File: src/rtl/mdu_ctrl_if.sv
// mdu_ctrl_if - EX-stage request/response bundle for the multiply/divide unit.
// master drives valid/aluop/operands/flush/hold; slave returns stall and HI/LO.
interface mdu_ctrl_if;
   logic        valid_i;
   logic [7:0]  aluop_i;
   logic [31:0] src_a_i;
   logic [31:0] src_b_i;
   logic        flush_i;
   logic        ex_hold_i;
   logic        stall_o;
   logic [31:0] hi_o;
   logic [31:0] lo_o;

   modport master (
      output valid_i, aluop_i, src_a_i, src_b_i,
      output flush_i, ex_hold_i,
      input  stall_o, hi_o, lo_o
   );

   modport slave (
      input  valid_i, aluop_i, src_a_i, src_b_i,
      input  flush_i, ex_hold_i,
      output stall_o, hi_o, lo_o
   );
endinterface

File: src/rtl/mdu_ctrl.sv
// mdu_ctrl - EX-stage multiply/divide controller owning HI/LO; stalls while busy.
// Ports: clk, resetn (async, active-low), mdu (mdu_ctrl_if.slave: valid, aluop,
// src_a, src_b, flush, ex_hold in; stall, hi, lo out). Parameter MUL_LAT (1-8).
// Optional macro MDU_DIV_ZERO_FAST_EN: divide by zero finishes at once, no write.
module mdu_ctrl #(
   parameter int unsigned MUL_LAT = 2
) (
   input  logic      clk,
   input  logic      resetn,
   mdu_ctrl_if.slave mdu
);
   localparam logic [7:0] ALUOP_MULT  = 8'h18;
   localparam logic [7:0] ALUOP_MULTU = 8'h19;
   localparam logic [7:0] ALUOP_DIV   = 8'h1A;
   localparam logic [7:0] ALUOP_DIVU  = 8'h1B;
   localparam logic [7:0] ALUOP_MTHI  = 8'h11;
   localparam logic [7:0] ALUOP_MTLO  = 8'h13;

   typedef enum logic [1:0] {
      S_IDLE,
      S_MUL,
      S_DIV,
      S_FIN
   } state_e;

   state_e      state_q, state_d;
   logic [4:0]  cnt_q, cnt_d;
   logic [31:0] hi_q, hi_d;
   logic [31:0] lo_q, lo_d;
   // Result pair; during DIV these are the remainder/quotient work registers.
   logic [31:0] res_hi_q, res_hi_d;
   logic [31:0] res_lo_q, res_lo_d;
   logic [31:0] op_a_q, op_a_d;
   logic [31:0] op_b_q, op_b_d;
   logic        sgn_q, sgn_d;
   logic        qneg_q, qneg_d;
   logic        rneg_q, rneg_d;
   logic        nowr_q, nowr_d;

   logic is_mul, is_div, is_sgn, is_mthi, is_mtlo;
   logic start, mt_ok, fast_zero;

   always_comb begin
      is_mul  = 1'b0;
      is_div  = 1'b0;
      is_sgn  = 1'b0;
      is_mthi = 1'b0;
      is_mtlo = 1'b0;
      unique case (1'b1)
         mdu.aluop_i == ALUOP_MULT:  begin is_mul = 1'b1; is_sgn = 1'b1; end
         mdu.aluop_i == ALUOP_MULTU: is_mul = 1'b1;
         mdu.aluop_i == ALUOP_DIV:   begin is_div = 1'b1; is_sgn = 1'b1; end
         mdu.aluop_i == ALUOP_DIVU:  is_div = 1'b1;
         mdu.aluop_i == ALUOP_MTHI:  is_mthi = 1'b1;
         mdu.aluop_i == ALUOP_MTLO:  is_mtlo = 1'b1;
         default: ;
      endcase
   end

   assign start = resetn & (state_q == S_IDLE) & mdu.valid_i
                & ~mdu.flush_i & (is_mul | is_div);
   assign mt_ok = (state_q == S_IDLE) & mdu.valid_i
                & ~mdu.flush_i & ~mdu.ex_hold_i;

`ifdef MDU_DIV_ZERO_FAST_EN
   assign fast_zero = (mdu.src_b_i == 32'd0);
`else
   assign fast_zero = 1'b0;
`endif

   // One multiplier: fed straight from the operands when MUL_LAT=1 finishes
   // in the accept cycle, otherwise from the latched copies.
   logic [31:0] mul_a, mul_b;
   logic        mul_sgn;
   logic [63:0] ext_a, ext_b, prod;
   assign mul_a   = (state_q == S_IDLE) ? mdu.src_a_i : op_a_q;
   assign mul_b   = (state_q == S_IDLE) ? mdu.src_b_i : op_b_q;
   assign mul_sgn = (state_q == S_IDLE) ? is_sgn : sgn_q;
   assign ext_a   = {{32{mul_sgn & mul_a[31]}}, mul_a};
   assign ext_b   = {{32{mul_sgn & mul_b[31]}}, mul_b};
   assign prod    = ext_a * ext_b;

   logic [31:0] abs_a, abs_b;
   assign abs_a = (is_sgn & mdu.src_a_i[31]) ? -mdu.src_a_i : mdu.src_a_i;
   assign abs_b = (is_sgn & mdu.src_b_i[31]) ? -mdu.src_b_i : mdu.src_b_i;

   // Restoring step; one guard bit so a zero divisor never looks like a borrow.
   logic [32:0] shl;
   logic [33:0] trial;
   logic        ge;
   logic [31:0] step_rem, step_quo;
   assign shl      = {res_hi_q, res_lo_q[31]};
   assign trial    = {1'b0, shl} - {2'b00, op_b_q};
   assign ge       = ~trial[33];
   assign step_rem = ge ? trial[31:0] : shl[31:0];
   assign step_quo = {res_lo_q[30:0], ge};

   always_comb begin
      state_d  = state_q;
      cnt_d    = cnt_q;
      hi_d     = hi_q;
      lo_d     = lo_q;
      res_hi_d = res_hi_q;
      res_lo_d = res_lo_q;
      op_a_d   = op_a_q;
      op_b_d   = op_b_q;
      sgn_d    = sgn_q;
      qneg_d   = qneg_q;
      rneg_d   = rneg_q;
      nowr_d   = nowr_q;
      unique case (state_q)
         S_IDLE: begin
            if (start && is_mul) begin
               op_a_d = mdu.src_a_i;
               op_b_d = mdu.src_b_i;
               sgn_d  = is_sgn;
               nowr_d = 1'b0;
               cnt_d  = 5'(MUL_LAT - 1);
               if (MUL_LAT == 1) begin
                  res_hi_d = prod[63:32];
                  res_lo_d = prod[31:0];
                  state_d  = S_FIN;
               end else begin
                  state_d = S_MUL;
               end
            end else if (start && fast_zero) begin
               nowr_d  = 1'b1;
               state_d = S_FIN;
            end else if (start) begin
               res_hi_d = 32'd0;
               res_lo_d = abs_a;
               op_b_d   = abs_b;
               qneg_d   = is_sgn & (mdu.src_a_i[31] ^ mdu.src_b_i[31]);
               rneg_d   = is_sgn & mdu.src_a_i[31];
               nowr_d   = 1'b0;
               cnt_d    = 5'd31;
               state_d  = S_DIV;
            end else if (mt_ok) begin
               if (is_mthi) hi_d = mdu.src_a_i;
               if (is_mtlo) lo_d = mdu.src_a_i;
            end
         end
         S_MUL: begin
            if (mdu.flush_i) begin
               state_d = S_IDLE;
               cnt_d   = 5'd0;
            end else begin
               // The accept cycle counts as the first latency cycle.
               cnt_d = cnt_q - 5'd1;
               if (cnt_q == 5'd1) begin
                  res_hi_d = prod[63:32];
                  res_lo_d = prod[31:0];
                  state_d  = S_FIN;
               end
            end
         end
         S_DIV: begin
            if (mdu.flush_i) begin
               state_d = S_IDLE;
               cnt_d   = 5'd0;
            end else begin
               res_hi_d = step_rem;
               res_lo_d = step_quo;
               cnt_d    = cnt_q - 5'd1;
               if (cnt_q == 5'd0) begin
                  res_hi_d = rneg_q ? -step_rem : step_rem;
                  res_lo_d = qneg_q ? -step_quo : step_quo;
                  cnt_d    = 5'd0;
                  state_d  = S_FIN;
               end
            end
         end
         S_FIN: begin
            if (mdu.flush_i) begin
               state_d = S_IDLE;
            end else if (!mdu.ex_hold_i) begin
               state_d = S_IDLE;
               if (!nowr_q) begin
                  hi_d = res_hi_q;
                  lo_d = res_lo_q;
               end
            end
         end
         default: state_d = S_IDLE;
      endcase
   end

   always_ff @(posedge clk or negedge resetn) begin
      if (!resetn) begin
         state_q  <= S_IDLE;
         cnt_q    <= 5'd0;
         hi_q     <= 32'd0;
         lo_q     <= 32'd0;
         res_hi_q <= 32'd0;
         res_lo_q <= 32'd0;
         op_a_q   <= 32'd0;
         op_b_q   <= 32'd0;
         sgn_q    <= 1'b0;
         qneg_q   <= 1'b0;
         rneg_q   <= 1'b0;
         nowr_q   <= 1'b0;
      end else begin
         state_q  <= state_d;
         cnt_q    <= cnt_d;
         hi_q     <= hi_d;
         lo_q     <= lo_d;
         res_hi_q <= res_hi_d;
         res_lo_q <= res_lo_d;
         op_a_q   <= op_a_d;
         op_b_q   <= op_b_d;
         sgn_q    <= sgn_d;
         qneg_q   <= qneg_d;
         rneg_q   <= rneg_d;
         nowr_q   <= nowr_d;
      end
   end

   assign mdu.stall_o = resetn & ~mdu.flush_i
                      & (start | state_q == S_MUL | state_q == S_DIV);
   assign mdu.hi_o = hi_q;
   assign mdu.lo_o = lo_q;
endmodule

File: src/flat_wrapper.sv
// flat-port wrapper written by rule: the top's interface ports become plain ports
module mdu_ctrl_flat 
#(
   parameter int unsigned MUL_LAT = 2
)
  (clk, resetn, mdu_valid_i, mdu_aluop_i, mdu_src_a_i, mdu_src_b_i, mdu_flush_i, mdu_ex_hold_i, mdu_stall_o, mdu_hi_o, mdu_lo_o);
  mdu_ctrl_if mdu_i ();
  input  logic clk;
  input  logic resetn;
  input wire logic [$bits(mdu_i.valid_i)-1:0] mdu_valid_i;
  input wire logic [$bits(mdu_i.aluop_i)-1:0] mdu_aluop_i;
  input wire logic [$bits(mdu_i.src_a_i)-1:0] mdu_src_a_i;
  input wire logic [$bits(mdu_i.src_b_i)-1:0] mdu_src_b_i;
  input wire logic [$bits(mdu_i.flush_i)-1:0] mdu_flush_i;
  input wire logic [$bits(mdu_i.ex_hold_i)-1:0] mdu_ex_hold_i;
  output wire logic [$bits(mdu_i.stall_o)-1:0] mdu_stall_o;
  output wire logic [$bits(mdu_i.hi_o)-1:0] mdu_hi_o;
  output wire logic [$bits(mdu_i.lo_o)-1:0] mdu_lo_o;
  assign mdu_i.valid_i = mdu_valid_i;
  assign mdu_i.aluop_i = mdu_aluop_i;
  assign mdu_i.src_a_i = mdu_src_a_i;
  assign mdu_i.src_b_i = mdu_src_b_i;
  assign mdu_i.flush_i = mdu_flush_i;
  assign mdu_i.ex_hold_i = mdu_ex_hold_i;
  assign mdu_stall_o = mdu_i.stall_o;
  assign mdu_hi_o = mdu_i.hi_o;
  assign mdu_lo_o = mdu_i.lo_o;
  mdu_ctrl #(.MUL_LAT(MUL_LAT)) u_core (.clk(clk), .resetn(resetn), .mdu(mdu_i));
endmodule
File: config.mk
export PLATFORM = sky130hd
export DESIGN_NAME = mdu_ctrl_flat
export DESIGN_NICKNAME = d
export VERILOG_FILES = /design/src/rtl/mdu_ctrl_if.sv /design/src/rtl/mdu_ctrl.sv /design/src/flat_wrapper.sv
export SDC_FILE = /design/constraint.sdc
export NUM_CORES = 2
export LEC_CHECK = 0
export ABC_AREA = 1
export CAP_MARGIN = 10
export CORE_MARGIN = 3
export CORE_UTILIZATION = 65
export DETAILED_ROUTE_END_ITERATION = 8
export PLACE_DENSITY = 0.89
export SYNTH_ARGS = -nofsm -noshare
export SYNTH_HDL_FRONTEND = slang
export SYNTH_SLANG_ARGS = --single-unit
File: constraint.sdc
create_clock -name clk -period 11.1 [get_ports clk]
set_input_delay 1.11 -clock clk [delete_from_list [all_inputs] [get_ports clk]]
set_output_delay 1.11 -clock clk [all_outputs]
set_load 0.02 [all_outputs]
==> metrics.txt <==
status finished clean; # DRC 0; Critical Path RT 11.54 ns; CP max FO 65; Worst Path Arrival 10.82 ns; Die H 291.8 µm; DR WL/cell 23.24 µm; Final period util 93.44%; achievable frequency 96.41 MHz; CTS tree built; nets@finish 8,347; crit path kind reg -> reg; first-pass GRT wire length 288,500 µm; Initial Utilization 65.80%; CTS buffer count 26; Setup violations, final 0; Post-Syn Area 53,090 µm²; synth unique cells 67; worst-skew pair later-pin latency 0.58 ns; Worst setup EP type flop; clock-pin slew on the worst setup and hold paths 0.06 ns; share of layout cells above drive strength 1 4.703%; DR iter-0 viols 5,491; pre-CTS setup slack 0.4541 ns; antenna-violating nets left 0; Post-Syn Instances 6,852; RSZ-0062 raised after global routing no; Syn Area/Cell 7.748 µm²; worst min path class reg -> reg; Post-Synthesis Net Count 8,309; vias in the first global route 50,827; final worst slack 0.7281 ns; main flop type after synthesis dfrtp_1; core area 80,680 µm²; Resize count post-CTS 0; worst-case clock buffer depth 3; Synth Register Bits 202; Ys Warns 0; setup tns final 0 ns; CTS sink count 202; Non-Filler Instances 7,973; Port Buffer Count 141; Slew HR 9.670%; root buffer cell clkbuf_16; Seq/Total Area, Yosys 9.522%; Rows 104; Die W 291.8 µm; dpl cells 7,922; dpl hpwl 153,200 µm; largest net degree at the start of global routing 100; worst setup skew after layout 0.02569 ns; final-report hold violation count 0; post-CTS setup buffers 0; drt pass-1 iters 7; slowest CP cell ha_4; initial antenna violation count 7; max-cap violations 0; Worst-Margin Slew 1.341 ns; cell mode on critical path fa_1; Crit path largest cell delay 0.74 ns; all-layer global routing usage 44.63%; nature of the critical path startpoint flop; Area Overhead vs Synth 7.393%; Final Max Tran Viols 0; drt total wl 185,300 µm; boundary pin count 142; cts hold-fix bufs 0; Via Count 48,022; H-tree Lvls 1; GRT Residual Overflow 0; Placer Congestion 1.047; EDFF count, synth 0; Die Area 85,140 µm²; Tmin final 10.37 ns; Async SR Flop Fraction 100.0%; routed vias/inst 6.023
==> registers in the layout, indices dropped and copies added (netlist names) <==
| register | flops |
|---|---|
| u_core.mdu.lo_o | 32 |
| u_core.op_a_q | 32 |
| u_core.res_hi_q | 32 |
| u_core.sgn_q | 1 |
| u_core.op_b_q | 32 |
| u_core.res_lo_q | 32 |
| u_core.rneg_q | 1 |
| u_core.mdu.hi_o | 32 |
| u_core.cnt_q | 5 |
| u_core.state_q | 2 |
| u_core.qneg_q | 1 |
==> worst paths after layout <==
kind | end | slack, ns | depth (start not counted) | start
worst max-delay path | u_core.res_hi_q[29] | 0.73 | 29 | u_core.state_q[0]
worst min-delay path | u_core.op_b_q[7] | 0.49 | 2 | u_core.op_b_q[7]
worst max register to register | u_core.res_hi_q[29] | 0.73 | 29 | u_core.state_q[0]
worst min register to register | u_core.op_b_q[7] | 0.49 | 2 | u_core.op_b_q[7]
max in group asynchronous | u_core.res_hi_q[29] | 8.39 | 3 | resetn
min in group asynchronous | u_core.mdu.hi_o[4] | 0.59 | 1 | resetn
==> per-layer routing <==
| metal | wire length (µm) | vias up | global-route usage (%) |
|---|---|---|---|
| met2 | 80550 | 3392 | 67.76 |
| met4 | 15100 | 6 | 28.14 |
| met1 | 63470 | 23332 | 55.62 |
| met5 | 31 | - | 0 |
| li1 | - | 20418 | - |
| met3 | 26170 | 874 | 14.56 |
==> cell type report <==
class | instances | area [µm²]
inverter | 1566 | 5878
timing repair buffer | 281 | 2479
sequential | 202 | 5055
clock buffer | 38 | 767.0
antenna | 3 | 7.507
clock inverter | 10 | 141.4
tap | 1060 | 1326
fill | 6158 | 23660
multi-input combinational | 4813 | 41360
==> through the flow <==
step                      utilization, %  hold WS, ns  cell area (µm²)
after floorplan                        -       0.4520            53090
after global placement             69.53       0.4653            56100
after detailed placement           69.53       0.4744            56100
after CTS                          70.66       0.4895            57010
after global routing               70.66       0.5126            57010
final                              70.67       0.4879            57010
==> cells by family (layout without fill, tap and decap cells) <==
group	after synthesis	count (layout)	share of synthesized area [%]
simple gates	2629	2629	19.90
mux	1	1	0.02121
xor+xnor	94	94	1.551
fa+ha+maj	1380	1380	48.45
compound gates	709	709	7.488
flops	202	202	9.522
other cells	0	3	0
buf+inv	1837	1895	13.07
==> worst max-delay path, delay by kind of cell, from the launching register on <==
family,cells,cell delay (ns)
AND/OR/NAND/NOR,8,1.43
flip-flops,1,0.40
buffers and inverters,7,1.37
adder cells (fa/ha/maj),10,5.41
AO/OA/AOI/OAI,4,1.55
==> cells in the final DEF (no fill, tap or decap), types with 14 or more instances in the layout <==
| cell | instances |
|---|---|
| nand2_2 | 17 |
| o21ai_0 | 232 |
| inv_1 | 1535 |
| o21ai_1 | 30 |
| xor2_1 | 48 |
| a21oi_1 | 189 |
| clkdlybuf4s50_1 | 140 |
| clkinv_1 | 17 |
| inv_2 | 14 |
| nand2_1 | 1570 |
| clkbuf_16 | 27 |
| o22ai_1 | 18 |
| nor2_1 | 726 |
| or2_2 | 14 |
| a31oi_1 | 108 |
| buf_4 | 139 |
| nor3_1 | 56 |
| nand3_1 | 136 |
| nand4_1 | 49 |
| o21ai_2 | 49 |
| dfrtp_1 | 202 |
| fa_1 | 1126 |
| ha_1 | 252 |
| xnor2_1 | 46 |
| nor4_1 | 14 |
==> synth_stat cells, types with 5 or more instances <==
library cell  instances  area share (%)
nand2_1            1570              11
inv_1              1535              11
fa_1               1126              42
nor2_1              729             5.2
o21ai_0             260             2.5
ha_1                254             6.0
clkbuf_1            233             1.6
dfrtp_1             202             9.5
a21oi_1             189             1.8
nand3_1             136             1.3
a31oi_1             108             1.3
nor3_1               56            0.53
o21ai_1              51            0.48
nand4_1              49            0.58
xor2_1               48            0.79
xnor2_1              46            0.76
buf_1                23            0.16
o22ai_1              18            0.21
clkinv_1             17            0.12
nand2_2              17            0.20
inv_2                14           0.099
nor4_1               14            0.16
or2_2                14            0.16
nor2_2               11            0.13
a21o_1               10            0.14
buf_2                10           0.094
o21bai_1              9            0.13
a22oi_1               8            0.11
o211ai_1              8            0.11
o21a_1                8            0.11
a21boi_0              7           0.099
nor2_4                5            0.11
nor3_2                5           0.094
Power is left out: the tool's default activity adds up to more than one toggle a clock period on the data nets, which glitch-free logic cannot reach.
